--- config.mk ---
export PLATFORM = sky130hd
export DESIGN_NAME = adc_scan_sequencer
export DESIGN_NICKNAME = d
export VERILOG_FILES = /design/src/rtl/adc_scan_sequencer.sv
export SDC_FILE = /design/constraint.sdc
export NUM_CORES = 1
export LEC_CHECK = 0
export CAP_MARGIN = 25
export CORE_MARGIN = 10
export CORE_UTILIZATION = 54
export DETAILED_ROUTE_END_ITERATION = 7
export PLACE_DENSITY_LB_ADDON = 0.12
export SLEW_MARGIN = 20
export SYNTH_ARGS = -nofsm -noshare
export SYNTH_HDL_FRONTEND = slang
export SYNTH_SLANG_ARGS = --single-unit
--- constraint.sdc ---
create_clock -name clk -period 8.2 [get_ports clk]
set_input_delay 1.64 -clock clk [delete_from_list [all_inputs] [get_ports clk]]
set_output_delay 1.64 -clock clk [all_outputs]
set_load 0.1 [all_outputs]
--- src/rtl/adc_scan_sequencer.sv ---
// adc_scan_sequencer
//   Periodically scans a masked set of ADC channels through an external SPI
//   ADC master. It stores each conversion result in a per-channel table and
//   reports overruns and conversion timeouts through sticky error flags.
//
// Ports
//   clk, rst_n        clock, asynchronous active-low reset
//   enable_i          runs the period timer and allows scans to start
//   chan_mask_i       channels to include in a scan (sampled at scan start)
//   period_i          scan interval in clk cycles (0/1 -> every cycle)
//   clear_err_i       pulse; clears the sticky error flags
//   start_cnv_o       one-cycle conversion request to the SPI master
//   channel_o         channel select, stable for the whole conversion
//   cnv_complete_i    conversion done level from the SPI master
//   result_i          conversion data, valid while cnv_complete_i is high
//   rd_chan_i         result table read address
//   rd_data_o         combinational table read
//   sample_valid_o    pulse; sample_chan_o/sample_data_o hold a new sample
//   scan_done_o       pulse at the end of each scan
//   busy_o            FSM not idle
//   overrun_err_o     sticky; a period tick arrived while busy
//   timeout_err_o     sticky; a conversion exceeded TIMEOUT cycles
module adc_scan_sequencer #(
  parameter int NUM_CH  = 8,
  parameter int TIMEOUT = 4095
) (
  input  logic              clk,
  input  logic              rst_n,
  input  logic              enable_i,
  input  logic [NUM_CH-1:0] chan_mask_i,
  input  logic [15:0]       period_i,
  input  logic              clear_err_i,
  output logic              start_cnv_o,
  output logic [2:0]        channel_o,
  input  logic              cnv_complete_i,
  input  logic [11:0]       result_i,
  input  logic [2:0]        rd_chan_i,
  output logic [11:0]       rd_data_o,
  output logic              sample_valid_o,
  output logic [2:0]        sample_chan_o,
  output logic [11:0]       sample_data_o,
  output logic              scan_done_o,
  output logic              busy_o,
  output logic              overrun_err_o,
  output logic              timeout_err_o
);

  localparam logic [11:0] TMO = 12'(TIMEOUT);

  typedef enum logic [2:0] {
    S_IDLE, S_START, S_WAIT_CLR, S_WAIT_DONE, S_STORE, S_NEXT
  } state_e;

  state_e                      state_q;
  logic [15:0]                 tmr_q, tmr_d;
  logic                        tick;
  logic [11:0]                 wait_q;
  logic [NUM_CH-1:0]           scan_mask_q, rem_mask;
  logic [NUM_CH-1:0][11:0]     table_q;
  logic                        start_cnv_q, sample_valid_q, scan_done_q;
  logic [2:0]                  channel_q, sample_chan_q;
  logic [11:0]                 sample_data_q;
  logic                        overrun_q, timeout_q;
  logic                        ovr_set, tmo_set;

  // Lowest set bit; scanning always clears lower bits first, so this also
  // yields the next higher channel of a partially consumed mask.
  function automatic logic [2:0] lowest_ch(input logic [NUM_CH-1:0] m);
    logic [2:0] idx;
    idx = '0;
    for (int i = NUM_CH - 1; i >= 0; i--)
      if (m[i]) idx = 3'(i);
    return idx;
  endfunction

  // Period timer: counts 0..period-1, ticks on the last count, holds at 0
  // while disabled.
  always_comb begin
    tick  = enable_i && ((period_i <= 16'd1) || (tmr_q == period_i - 16'd1));
    tmr_d = (!enable_i || tick) ? 16'd0 : tmr_q + 16'd1;
  end

  always_ff @(posedge clk or negedge rst_n) begin
    if (!rst_n) tmr_q <= '0;
    else        tmr_q <= tmr_d;
  end

  always_comb begin
    rem_mask = scan_mask_q & ~(NUM_CH'(1) << channel_q);
    ovr_set  = tick && (state_q != S_IDLE);
    tmo_set  = (state_q == S_WAIT_DONE) && !cnv_complete_i && (wait_q == TMO);
  end

  always_ff @(posedge clk or negedge rst_n) begin
    if (!rst_n) begin
      state_q        <= S_IDLE;
      wait_q         <= '0;
      scan_mask_q    <= '0;
      table_q        <= '0;
      start_cnv_q    <= 1'b0;
      sample_valid_q <= 1'b0;
      scan_done_q    <= 1'b0;
      channel_q      <= '0;
      sample_chan_q  <= '0;
      sample_data_q  <= '0;
      overrun_q      <= 1'b0;
      timeout_q      <= 1'b0;
    end else begin
      start_cnv_q    <= 1'b0;
      sample_valid_q <= 1'b0;
      scan_done_q    <= 1'b0;
      // A new error event takes priority over a coincident clear.
      overrun_q      <= ovr_set | (overrun_q & ~clear_err_i);
      timeout_q      <= tmo_set | (timeout_q & ~clear_err_i);

      case (state_q)
        S_IDLE: begin
          if (tick && (chan_mask_i != '0)) begin
            scan_mask_q <= chan_mask_i;
            channel_q   <= lowest_ch(chan_mask_i);
            start_cnv_q <= 1'b1;
            state_q     <= S_START;
          end
        end
        S_START: begin
          wait_q  <= '0;
          state_q <= S_WAIT_CLR;
        end
        // cnv_complete may still be high from the previous conversion here.
        S_WAIT_CLR: state_q <= S_WAIT_DONE;
        S_WAIT_DONE: begin
          if (cnv_complete_i) begin
            table_q[channel_q] <= result_i;
            sample_chan_q      <= channel_q;
            sample_data_q      <= result_i;
            sample_valid_q     <= 1'b1;
            state_q            <= S_STORE;
          end else if (wait_q == TMO) begin
            scan_mask_q <= rem_mask;
            scan_done_q <= (rem_mask == '0) || !enable_i;
            state_q     <= S_NEXT;
          end else begin
            wait_q <= wait_q + 12'd1;
          end
        end
        // The end-of-scan decision is made on the way into NEXT so that
        // scan_done is high during NEXT, one cycle after the final store.
        S_STORE: begin
          scan_mask_q <= rem_mask;
          scan_done_q <= (rem_mask == '0) || !enable_i;
          state_q     <= S_NEXT;
        end
        S_NEXT: begin
          if (scan_done_q) begin
            state_q <= S_IDLE;
          end else begin
            channel_q   <= lowest_ch(scan_mask_q);
            start_cnv_q <= 1'b1;
            state_q     <= S_START;
          end
        end
        default: state_q <= S_IDLE;
      endcase
    end
  end

  assign start_cnv_o    = start_cnv_q;
  assign channel_o      = channel_q;
  assign rd_data_o      = table_q[rd_chan_i];
  assign sample_valid_o = sample_valid_q;
  assign sample_chan_o  = sample_chan_q;
  assign sample_data_o  = sample_data_q;
  assign scan_done_o    = scan_done_q;
  assign busy_o         = (state_q != S_IDLE);
  assign overrun_err_o  = overrun_q;
  assign timeout_err_o  = timeout_q;

endmodule

# Word-level counts from Yosys, hierarchy flattened
# Index checks and enable logic that the tools add are counted.
# totals
register_bits,158
latch_bits,0
mem_bits_rw,0
romBits,0
input_bits,44
memories,0
# classes
n_addsub,3
n_mul,0
div_mod_pow,0
n_lt_le_gt_ge,4
n_eq_ne,13
n_shift,1
mux,45
n_bitwise,7
n_reduce_logical,23
# op_table
cell,n
96-bit bitwise mux,1
3-bit 2-to-1 mux,21
12-bit 2-to-1 mux,4
12-bit binary-select mux with 3-bit select,1
12-bit demux with 3-bit select,1
8-bit 2-to-1 mux,3
12-bit one-hot mux with 2 select lines,1
8-bit one-hot mux with 3 select lines,1
3-bit one-hot mux with 6 select lines,1
16-bit by 1-bit adder with 16-bit output (second input constant),1
16-bit == test,1
16-bit by 1-bit <= comparator with 1-bit output (second input constant),1
16-bit 2-to-1 mux,1
16-bit by 1-bit subtractor with 16-bit output (second input constant),1
12-bit by 1-bit adder with 12-bit output (second input constant),1
12-bit == test (second input constant),1
8-bit AND,1
8-bit zero test,1
3-bit by 4-bit less-than comparator with 1-bit output (second input constant),2
2-bit inequality test (second input constant),4
8-bit inverter,1
8-bit nonzero test,1
1-bit by 3-bit << shifter with 8-bit output (first input constant),1
1-bit 2-to-1 mux,7
20 further kinds,37

# Logic depth before layout (Yosys ltp)
# Gate-level depths: netlist of run 1.
# depth
ltp_word,10
ltp_mapped,12
mapped_depth_nobuf,10

# Worst setup path before layout of run 1
# Ideal clock, no wire load.
# synth_timing
path_type,input to output
start,input rd_chan_i[0]
end,output rd_data_o[0]
t_arrival_ns,3.527
slack_ns,3.033
path_stages,4
n_path_buf,2
cell_sequence,clkbuf_1 -> buf_1 -> mux4_2 -> mux2_2
# synth_via
elab_chain_len,2
# synth_lines
item,line_no,rtl
"start, declared",37,"input logic [2:0] rd_chan_i,"
12-bit binary-select mux with 3-bit select,169,assign rd_data_o = table_q[rd_chan_i];
12-bit 2-to-1 mux (implied by the code),169,
"end, declared",38,"output logic [11:0] rd_data_o,"
# Every way passes these cells. The select of a mux whose other input is x is not followed.

# Worst setup path in the final report of run 1
# layout_timing
start,input rd_chan_i[0]
end,output rd_data_o[9]
# Same word-level chain as after synthesis.

==> results of run 1 <==
[synthesized netlist by cell type, types with 5 or more instances]
library cell / instances / area share [%]
mux2_2: 122 / 17
nand4_1: 8 / 0.62
and3_1: 8 / 0.62
a31oi_1: 7 / 0.54
a21o_1: 9 / 0.84
a21oi_1: 17 / 1.1
dfrtp_1: 158 / 49
nand2b_1: 5 / 0.39
clkbuf_1: 26 / 1.2
nand2_1: 32 / 1.5
nand3_1: 24 / 1.5
nor2b_1: 7 / 0.54
o21ai_0: 16 / 0.99
xnor2_1: 19 / 2.1
nor3_1: 9 / 0.56
buf_1: 6 / 0.28
xor2_1: 20 / 2.2
or3_1: 5 / 0.39
inv_1: 15 / 0.70
mux4_2: 24 / 6.7
nor2_1: 54 / 2.5
o211ai_1: 5 / 0.47
and2_1: 5 / 0.39
[worst reg2reg max path, stage by stage, from the launching register on]
cell	delay [ps]
dfrtp_1	470
nor2b_1	170
or3_1	370
a31oi_1	180
nand4_1	90
or4_4	440
o22ai_4	430
and2_1	460
a21o_1	180
[registers in the layout (all words and copies together) (netlist names)]
register and count:
table_q 96, tmr_q 16, sample_data_o 12, wait_q 12, scan_mask_q 8, channel_o 3
sample_chan_o 3, state_q 3, overrun_err_o 1, sample_valid_o 1, scan_done_o 1, start_cnv_o 1
timeout_err_o 1
[power by group through the flow]
stage	combinational, µW	clock, µW	sequential (µW)
after CTS	1400	886	1220
final	1390	871	1230
after floorplan	794	0	1480
after detailed placement	1390	0	1230
after global placement	1360	0	1210
after global routing	1480	916	1260
[placed cells by master, fill, tap and decap left out, drive strengths merged, types with 4 or more instances in the layout]
master and instances:
nand3 24, inv 19, o31a 4, and2 5, nand4 8, xor2 20
nand2 32, mux4 24, nand2b 5, or3 5, nor2b 7, clkdlybuf4s50 78
ha 4, dfrtp 158, xnor2 19, a21o 9, a21oi 17, o21ai 19
nor4 5, clkbuf 19, and3 8, a31oi 7, nor2 54, nor3 10
buf 8, mux2 122, bufinv 4, o211ai 9
[logic make-up (layout without fill, tap and decap cells)]
| family | count (synthesis) | after routing |
|---|---|---|
| AND/OR/NAND/NOR | 180 | 180 |
| flip-flops | 158 | 158 |
| multiplexers | 148 | 148 |
| AO/OA/AOI/OAI | 89 | 89 |
| buffers and inverters | 50 | 133 |
| XOR/XNOR | 39 | 39 |
| adder cells (fa/ha/maj) | 4 | 4 |
[path summary, 6_finish.rpt]
path | startpoint | to | slack, ps | depth (start not counted)
worst max-delay path | rd_chan_i[0] | rd_data_o[9] | 2190 | 5
max in group asynchronous | rst_n | wait_q[0] | 5570 | 2
worst max register to register | tmr_q[2] | scan_mask_q[0] | 5360 | 8
worst min-delay path | sample_chan_o[0] | sample_chan_o[0] | 500 | 1
worst min register to register | sample_chan_o[0] | sample_chan_o[0] | 500 | 1
min in group asynchronous | rst_n | tmr_q[7] | 1270 | 1
[per-layer routing]
metal / global-route usage [%] / up-vias / part of all wire, %
met4: 5.38 / 0 / 1.3
met5: 0 / - / 0
li1: - / 2577 / -
met3: 4.67 / 29 / 5.1
met1: 23.8 / 2899 / 43
met2: 32.9 / 154 / 50
[per-stage QoR]
step / cells / cell area, µm²
after global routing: 935 / 9650
after detailed placement: 903 / 9000
after global placement: 903 / 9000
final: 935 / 9650
after floorplan: 668 / 8050
after CTS: 935 / 9650
[cell type report]
cell class,count,area (µm²)
Clock buffer,19,453
Clock inverter,13,200
Fill cell,1080,4940
Sequential cell,158,3950
Multi-Input combinational cell,460,3910
Tap cell,184,230
Inverter,15,56.3
Timing Repair Buffer,86,845
==> flow_summary.yaml, run 1 <==
timing:
  holdWs_ps: 497
  rsz0062_at_grt: "false"
  min_period_over_period_pct: 73.3
  max_freq_mhz: 166
  worstMarginPinSlew_ps: 994
  hold_violations: 0
  finalClockSkew_ps: 9.10
  setup_slack_ps: 2190
  slew_viol_final: 0
  setup_viol: 0
  period_needed_ps: 6010
  tns_ps: 0
  slew-limit-headroom_pct: 33.6
grt:
  grt_pass1_wl_mm: 31.4
  grt_pass1_vias: 5905
  grt_usage_pct: 19.3
  grt_remaining_overflow: 0
  antenna_found_initial: 0
  grt_max_degree: 91
run:
  cap_violations: 0
worst_setup_path:
  crit_arrival_ps: 4370
  end_kind: "output pin"
  path_buf_inv: 3
  cpLargestDelayFamily: "buffers and inverters"
  required_ps: 6560
  path_max_fanout: 24
  cpMaxStageDelayCell: "clkdlybuf4s50_1"
  slowest_delay_ps: 980
  crit_type: "in2out"
  start_kind: "input pin"
  worstPathCellList: "clkdlybuf4s50_1 -> buf_4 -> mux4_2 -> mux2_2 -> clkdlybuf4s50_1"
  worst_path_most_repeated_cell: "clkdlybuf4s50_1"
synth:
  synth_top_family_by_area: "multiplexers"
  synth.area.mux_share_pct: 24.0
  netlist_area_mm2: 0.00805
  synth_cells: 668
  yosys.area_share.adder_pct: 0.621
  ys_warn_count: 0
  ys_seq_area_share_pct: 49.1
  avgSynthCellArea_um2: 12.1
  synth_edf_count: 0
  synth_xor_area_share_pct: 4.24
  ys_seq_elements: 158
  synth_nets: 716
  synthArstFlopShare_pct: 100
  synth.distinct_cells: 62
  synth_compound_area_share_pct: 7.72
  synth-simple-area-share_pct: 11.8
  synth_top_flop_cell: "dfrtp_1"
place:
  place_hpwl_mm: 12.2
  dp_slack_ps: 2160
  gp_congestion: 0.870
  io_buffer_count: 79
pwr:
  p_switching_uw: 1420
  power_switching_share_pct: 40.6
  p_clk_share_pct: 24.9
  leakage_uw: 0.00427
  combPwrFrac_pct: 39.9
  power_density_mw_per_mm2: 362
  internal-power_uw: 2080
  ir_worst_vdd_v: 0.000285
  power_uw: 3490
  seqPwrFrac_pct: 35.2
clock_network:
  cts.sinks: 158
  root_buffer: "clkbuf_16"
  cts_tree: "done"
  cts_setup_buffers: 0
  cts_max_level: 4
  clk_latency_ps: 430
  cts_made_buffers: 17
  cts.reportedPaths.clkPinSlew_ps: 60
  cts-hold-fix-buffers: 0
  cts_resized: 0
  clockBufferDepth: 2
cells_and_area:
  fin_nets: 786
  diodes: 0
  drive_above_1_share_pct: 27.0
  final_core_util_pct: 66.1
  area_growth_syn_to_layout_pct: 19.8
floorplanning:
  row_count: 44
  io_pins: 80
  die_h_um: 142
  die_width_um: 142
  die-area_mm2: 0.0202
  coreArea_mm2: 0.0146
  initial_utilization_pct: 55.2
drt:
  ant_nets: 0
  drtIter0Drc: 550
  wirelength_mm: 18.9
  num_vias: 5659
  wl_per_cell_um: 20.2
  viasPerCell: 6.05
  first_pass_iters: 5
  drc: 0
min_path:
  hold_path_class: "reg2reg"
run_status:
  status: "finished clean"
Note: power is estimated with default switching activity, not from simulation.
==> run 2, diff against run 1 <==
==> constraint.sdc (replaced) <==
create_clock -name clk -period 6.02 [get_ports clk]
set_input_delay 1.204 -clock clk [delete_from_list [all_inputs] [get_ports clk]]
set_output_delay 1.204 -clock clk [all_outputs]
set_load 0.1 [all_outputs]
==> run 2 against run 1 <==
Against the previous run: sequential power grew 35%; utilization fell by 0.82 points; routed wire length decreased by 3.6%; sequential share of layout area up 0.52 points; register-to-register slack worse by 2200 ps; combinational power grew 35%; global-route usage fell by 0.82 points; count of clock-buffer cells in the layout grew 3; worst setup slack got worse by 600 ps; via count decreased by 2.1%; first-iteration DRC count decreased by 37%; hold slack worse by 15 ps.
==> flow_summary.yaml, run 2 (synthesis gave the netlist of run 1 again) <==
cells_and_area:
  finish.instance_area_mm2: 0.00953
  final_core_util_pct: 65.3
  top_regs: "table_q x96, tmr_q x16"
  final_cell_mix: "dfrtp_1, mux2_2, clkdlybuf4s50_1"
  largest_reg_flops: 96
  diodes: 0
  fin_nets: 786
  drive_above_1_share_pct: 28.1
  nFillCells: 1104
  regMostFlops: "table_q"
  final_common_cell: "dfrtp_1"
  area_growth_syn_to_layout_pct: 18.3
worst_setup_path:
  crit_type: "in2out"
  start_kind: "input pin"
  required_ps: 4820
  end_kind: "output pin"
  r2r_cells: 8
  path_max_fanout: 24
  crit_arrival_ps: 3230
  reg2reg_slack_ps: 3140
  r2r-end: "scan_mask_q[7]"
  r2r-start: "tmr_q[10]"
run:
  cap_violations: 0
timing:
  min_period_over_period_pct: 73.6
  rsz0062_at_grt: "false"
  slew_viol_final: 0
  period_needed_ps: 4430
  holdWs_ps: 482
  hold_violations: 0
  tns_ps: 0
  setup_viol: 0
  max_freq_mhz: 226
  worstMarginPinSlew_ps: 985
  slew-limit-headroom_pct: 34.1
  finalClockSkew_ps: 8.93
drt:
  first_pass_iters: 5
  viasPerCell: 5.93
  wl_per_cell_um: 19.5
  drc: 0
  wirelength_mm: 18.3
  ant_nets: 0
  num_vias: 5541
  drtIter0Drc: 346
min_path:
  whs_path_depth: 1
  whs_endpoint: "sample_chan_o[0]"
  hold_path_class: "reg2reg"
  hold_path_startpoint: "sample_chan_o[0]"
grt:
  grt_max_degree: 119
  grt_usage_pct: 18.5
  antenna_found_initial: 0
  grt_pass1_vias: 5684
  grt_remaining_overflow: 0
  grt_pass1_wl_mm: 30.0
pwr:
  power_density_mw_per_mm2: 478
  power_uw: 4550
  leakage_uw: 0.00424
  ir_worst_vdd_v: 0.000288
place:
  post_dp_cell_area_mm2: 0.00897
  place_hpwl_mm: 12.4
  io_buffer_count: 79
  gp_congestion: 0.929
run_status:
  status: "finished clean"
clock_network:
  cts_max_level: 4
  cts_tree: "done"
  cts_resized: 0
  clk_latency_ps: 420
  cts.reportedPaths.clkPinSlew_ps: 60
  cts-hold-fix-buffers: 0
  cts.sinks: 158
  cts_setup_buffers: 0
  cts_made_buffers: 17
  clockBufferDepth: 2
  root_buffer: "clkbuf_16"
floorplanning:
  die_h_um: 142
  die-area_mm2: 0.0202
  die_width_um: 142
  initial_utilization_pct: 55.2
  coreArea_mm2: 0.0146
  row_count: 44
  io_pins: 80
-- run 2: critical path: stages --
cell	delay, ps
clkdlybuf4s50_1	460
buf_4	420
mux4_2	580
mux2_2	300
buf_4	240
-- run 2: through the flow --
stage | setup slack, ps | instances
after global routing | 1500 | 935
final | 1590 | 935
after global placement | 1570 | 903
after CTS | 1560 | 935
after floorplan | 1730 | 668
after detailed placement | 1490 | 903
-- run 2: metal layers --
metal | global-route usage (%) | up-vias | wire [µm]
li1 | - | 2578 | -
met1 | 24.3 | 2785 | 8180
met2 | 29.8 | 163 | 8980
met3 | 4.77 | 15 | 954
met4 | 4.63 | 0 | 141
met5 | 0 | - | 0
-- run 2: final cells by class --
type                       count  area (µm²)  share of cell area [%]
clock inverter                10         106                    1.12
multi-input combinational    460        3910                    41.0
sequential                   158        3950                    41.5
clock buffer                  22         454                    4.77
timing repair buffer          86         817                    8.57
inverter                      15        56.3                   0.591
tap                          184         230                    2.42
-- run 2: worst max path at each step --
stage | end | cells past startpoint | slack (ps) | startpoint
floorplan | rd_data_o[0] | 4 | 1730 | rd_chan_i[0]
global placement | rd_data_o[8] | 5 | 1570 | rd_chan_i[0]
detailed placement | scan_mask_q[7] | 11 | 1490 | period_i[0]
CTS | rd_data_o[8] | 5 | 1560 | rd_chan_i[0]
global route | busy_o | 4 | 1500 | state_q[0]
finish | rd_data_o[8] | 5 | 1590 | rd_chan_i[0]
-- run 2: report_power, final --
part | internal, µW | switching [µW]
sequential | 1400 | 256
combinational | 687 | 1190
clock | 587 | 429
total | 2680 | 1880
==> run 3, diff against run 2 <==
==> constraint.sdc (replaced) <==
create_clock -name clk -period 4.4 [get_ports clk]
set_input_delay 0.88 -clock clk [delete_from_list [all_inputs] [get_ports clk]]
set_output_delay 0.88 -clock clk [all_outputs]
set_load 0.1 [all_outputs]
==> run 3 against run 2 <==
Against the previous run: total power is 42% higher; via count grew 1.6%; utilization up 1.6 points; critical path type is now in2reg; critical endpoint is now scan_mask_q[5]; largest cell class unchanged.
==> flow_summary.yaml, run 3 (synthesis gave the netlist of run 1 again) <==
timing:
  setup_viol: 0
  slew_viol_final: 0
  finalClockSkew_ps: 7.33
  slew-limit-headroom_pct: 33.5
  tns_ps: 0
  max_freq_mhz: 267
  rsz0062_at_grt: "false"
  setup_slack_ps: 657
  hold_violations: 0
  min_period_over_period_pct: 85.1
  period_needed_ps: 3740
  worstMarginPinSlew_ps: 994
clock_network:
  cts_setup_buffers: 0
  clk_latency_ps: 420
  cts.reportedPaths.clkPinSlew_ps: 60
  cts-hold-fix-buffers: 0
  cts.sinks: 158
  cts_made_buffers: 17
  root_buffer: "clkbuf_16"
  clockBufferDepth: 2
  cts_tree: "done"
  cts_max_level: 4
  cts_resized: 0
worst_setup_path:
  slowest_delay_ps: 570
  cpLargestDelayFamily: "simple AND/OR/NAND/NOR gates"
  crit_type: "in2reg"
  crit_arrival_ps: 4100
  path_max_fanout: 10
  worstPathCellList: "clkdlybuf4s50_1 -> inv_1 -> ha_1 -> nor3b_2 -> and3_1 -> nor4b_2 -> a31oi_1 -> or4_4 -> o22ai_4 -> and2_1 -> a21o_1"
  end_kind: "register"
  cpMaxStageDelayCell: "or4_4"
  required_ps: 4760
  path_buf_inv: 2
  start_kind: "input pin"
drt:
  num_vias: 5632
  viasPerCell: 6.00
  drc: 0
  first_pass_iters: 5
  drtIter0Drc: 373
  wirelength_mm: 18.6
  wl_per_cell_um: 19.8
  ant_nets: 0
cells_and_area:
  top_regs: "table_q x96, tmr_q x16"
  regMostFlops: "table_q"
  largest_reg_flops: 96
  regArea_mm2: 0.00395
  drive_above_1_share_pct: 28.5
  area_growth_syn_to_layout_pct: 21.2
  diodes: 0
  fin_cells: 938
  fin_nets: 789
  final_cell_mix: "dfrtp_1, mux2_2, clkdlybuf4s50_1"
  final_common_cell: "dfrtp_1"
  multi_input_area_mm2: 0.00391
  nFillCells: 1085
pwr:
  p_clk_share_pct: 22.5
  combPwrFrac_pct: 42.3
  internal-power_uw: 3880
  power_uw: 6450
  power_switching_share_pct: 39.9
  leakage_uw: 0.00433
  p_switching_uw: 2570
  power_density_mw_per_mm2: 660
  seqPwrFrac_pct: 35.2
  ir_worst_vdd_v: 0.000534
grt:
  antenna_found_initial: 0
  grt_pass1_wl_mm: 30.9
  grt_max_degree: 107
  grt_pass1_vias: 5878
  grt_remaining_overflow: 0
  grt_usage_pct: 18.9
place:
  dp_slack_ps: 261
  place_hpwl_mm: 12.7
  io_buffer_count: 79
  gp_congestion: 0.885
  dpl.cell_count: 905
floorplanning:
  io_pins: 80
  initial_utilization_pct: 55.2
  die-area_mm2: 0.0202
  die_h_um: 142
  row_count: 44
  coreArea_mm2: 0.0146
  die_width_um: 142
run_status:
  status: "finished clean"
run:
  cap_violations: 0
min_path:
  hold_path_class: "in2async"
[run 3: cell types whose count changed in the layout (fill, tap and decap cells not counted), moves of 2 or more]
cell | before | now
buf_12 | 0 | 14
buf_4 | 19 | 8
clkinv_2 | 0 | 4
clkinv_4 | 4 | 0
bufinv_16 | 1 | 3
clkbuf_8 | 2 | 0
inv_6 | 3 | 1
[run 3: worst paths after layout]
check,start,endpoint,slack (ps),depth (start not counted)
worst max-delay path,period_i[0],scan_mask_q[5],660,11
worst min-delay path,rst_n,tmr_q[11],340,1
worst max register to register,state_q[2],table_q[85],1430,4
worst min register to register,sample_chan_o[0],sample_chan_o[0],490,1
max in group asynchronous,rst_n,table_q[2],3400,2
min in group clk,sample_chan_o[0],sample_chan_o[0],490,1
[run 3: layer usage]
| metal | up-vias | wire (µm) | part of all wire, % | global-route usage, % |
|---|---|---|---|---|
| li1 | 2578 | - | - | - |
| met1 | 2874 | 8110 | 44 | 24.7 |
| met2 | 155 | 9220 | 50 | 30.5 |
| met3 | 25 | 969 | 5.2 | 4.94 |
| met4 | 0 | 276 | 1.5 | 5.49 |
| met5 | - | 0 | 0 | 0 |
[run 3: layout make-up]
class / instances / area share (%)
multi-input cells: 460 / 40.1
well taps: 184 / 2.36
clock buffers: 21 / 4.51
repair buffers: 89 / 10.5
flip-flops and latches: 158 / 40.5
inverters: 15 / 0.577
clock inverters: 11 / 1.45
[run 3: stage by stage]
stage | hold slack (ps) | utilization, % | instance area (µm²)
after floorplan | 474 | - | 8050
after global placement | 475 | 62.7 | 9150
after detailed placement | 479 | 62.7 | 9150
after CTS | 492 | 66.7 | 9740
after global routing | 343 | 66.9 | 9760
final | 336 | 66.9 | 9760
[run 3: power by group through the flow]
| stage | Combinational (µW) | Sequential, µW | Clock (µW) |
|---|---|---|---|
| floorplan | 1480 | 2750 | 0 |
| global placement | 2690 | 2240 | 0 |
| detailed placement | 2740 | 2280 | 0 |
| CTS | 2750 | 2260 | 1480 |
| global route | 2890 | 2330 | 1560 |
| finish | 2730 | 2270 | 1450 |
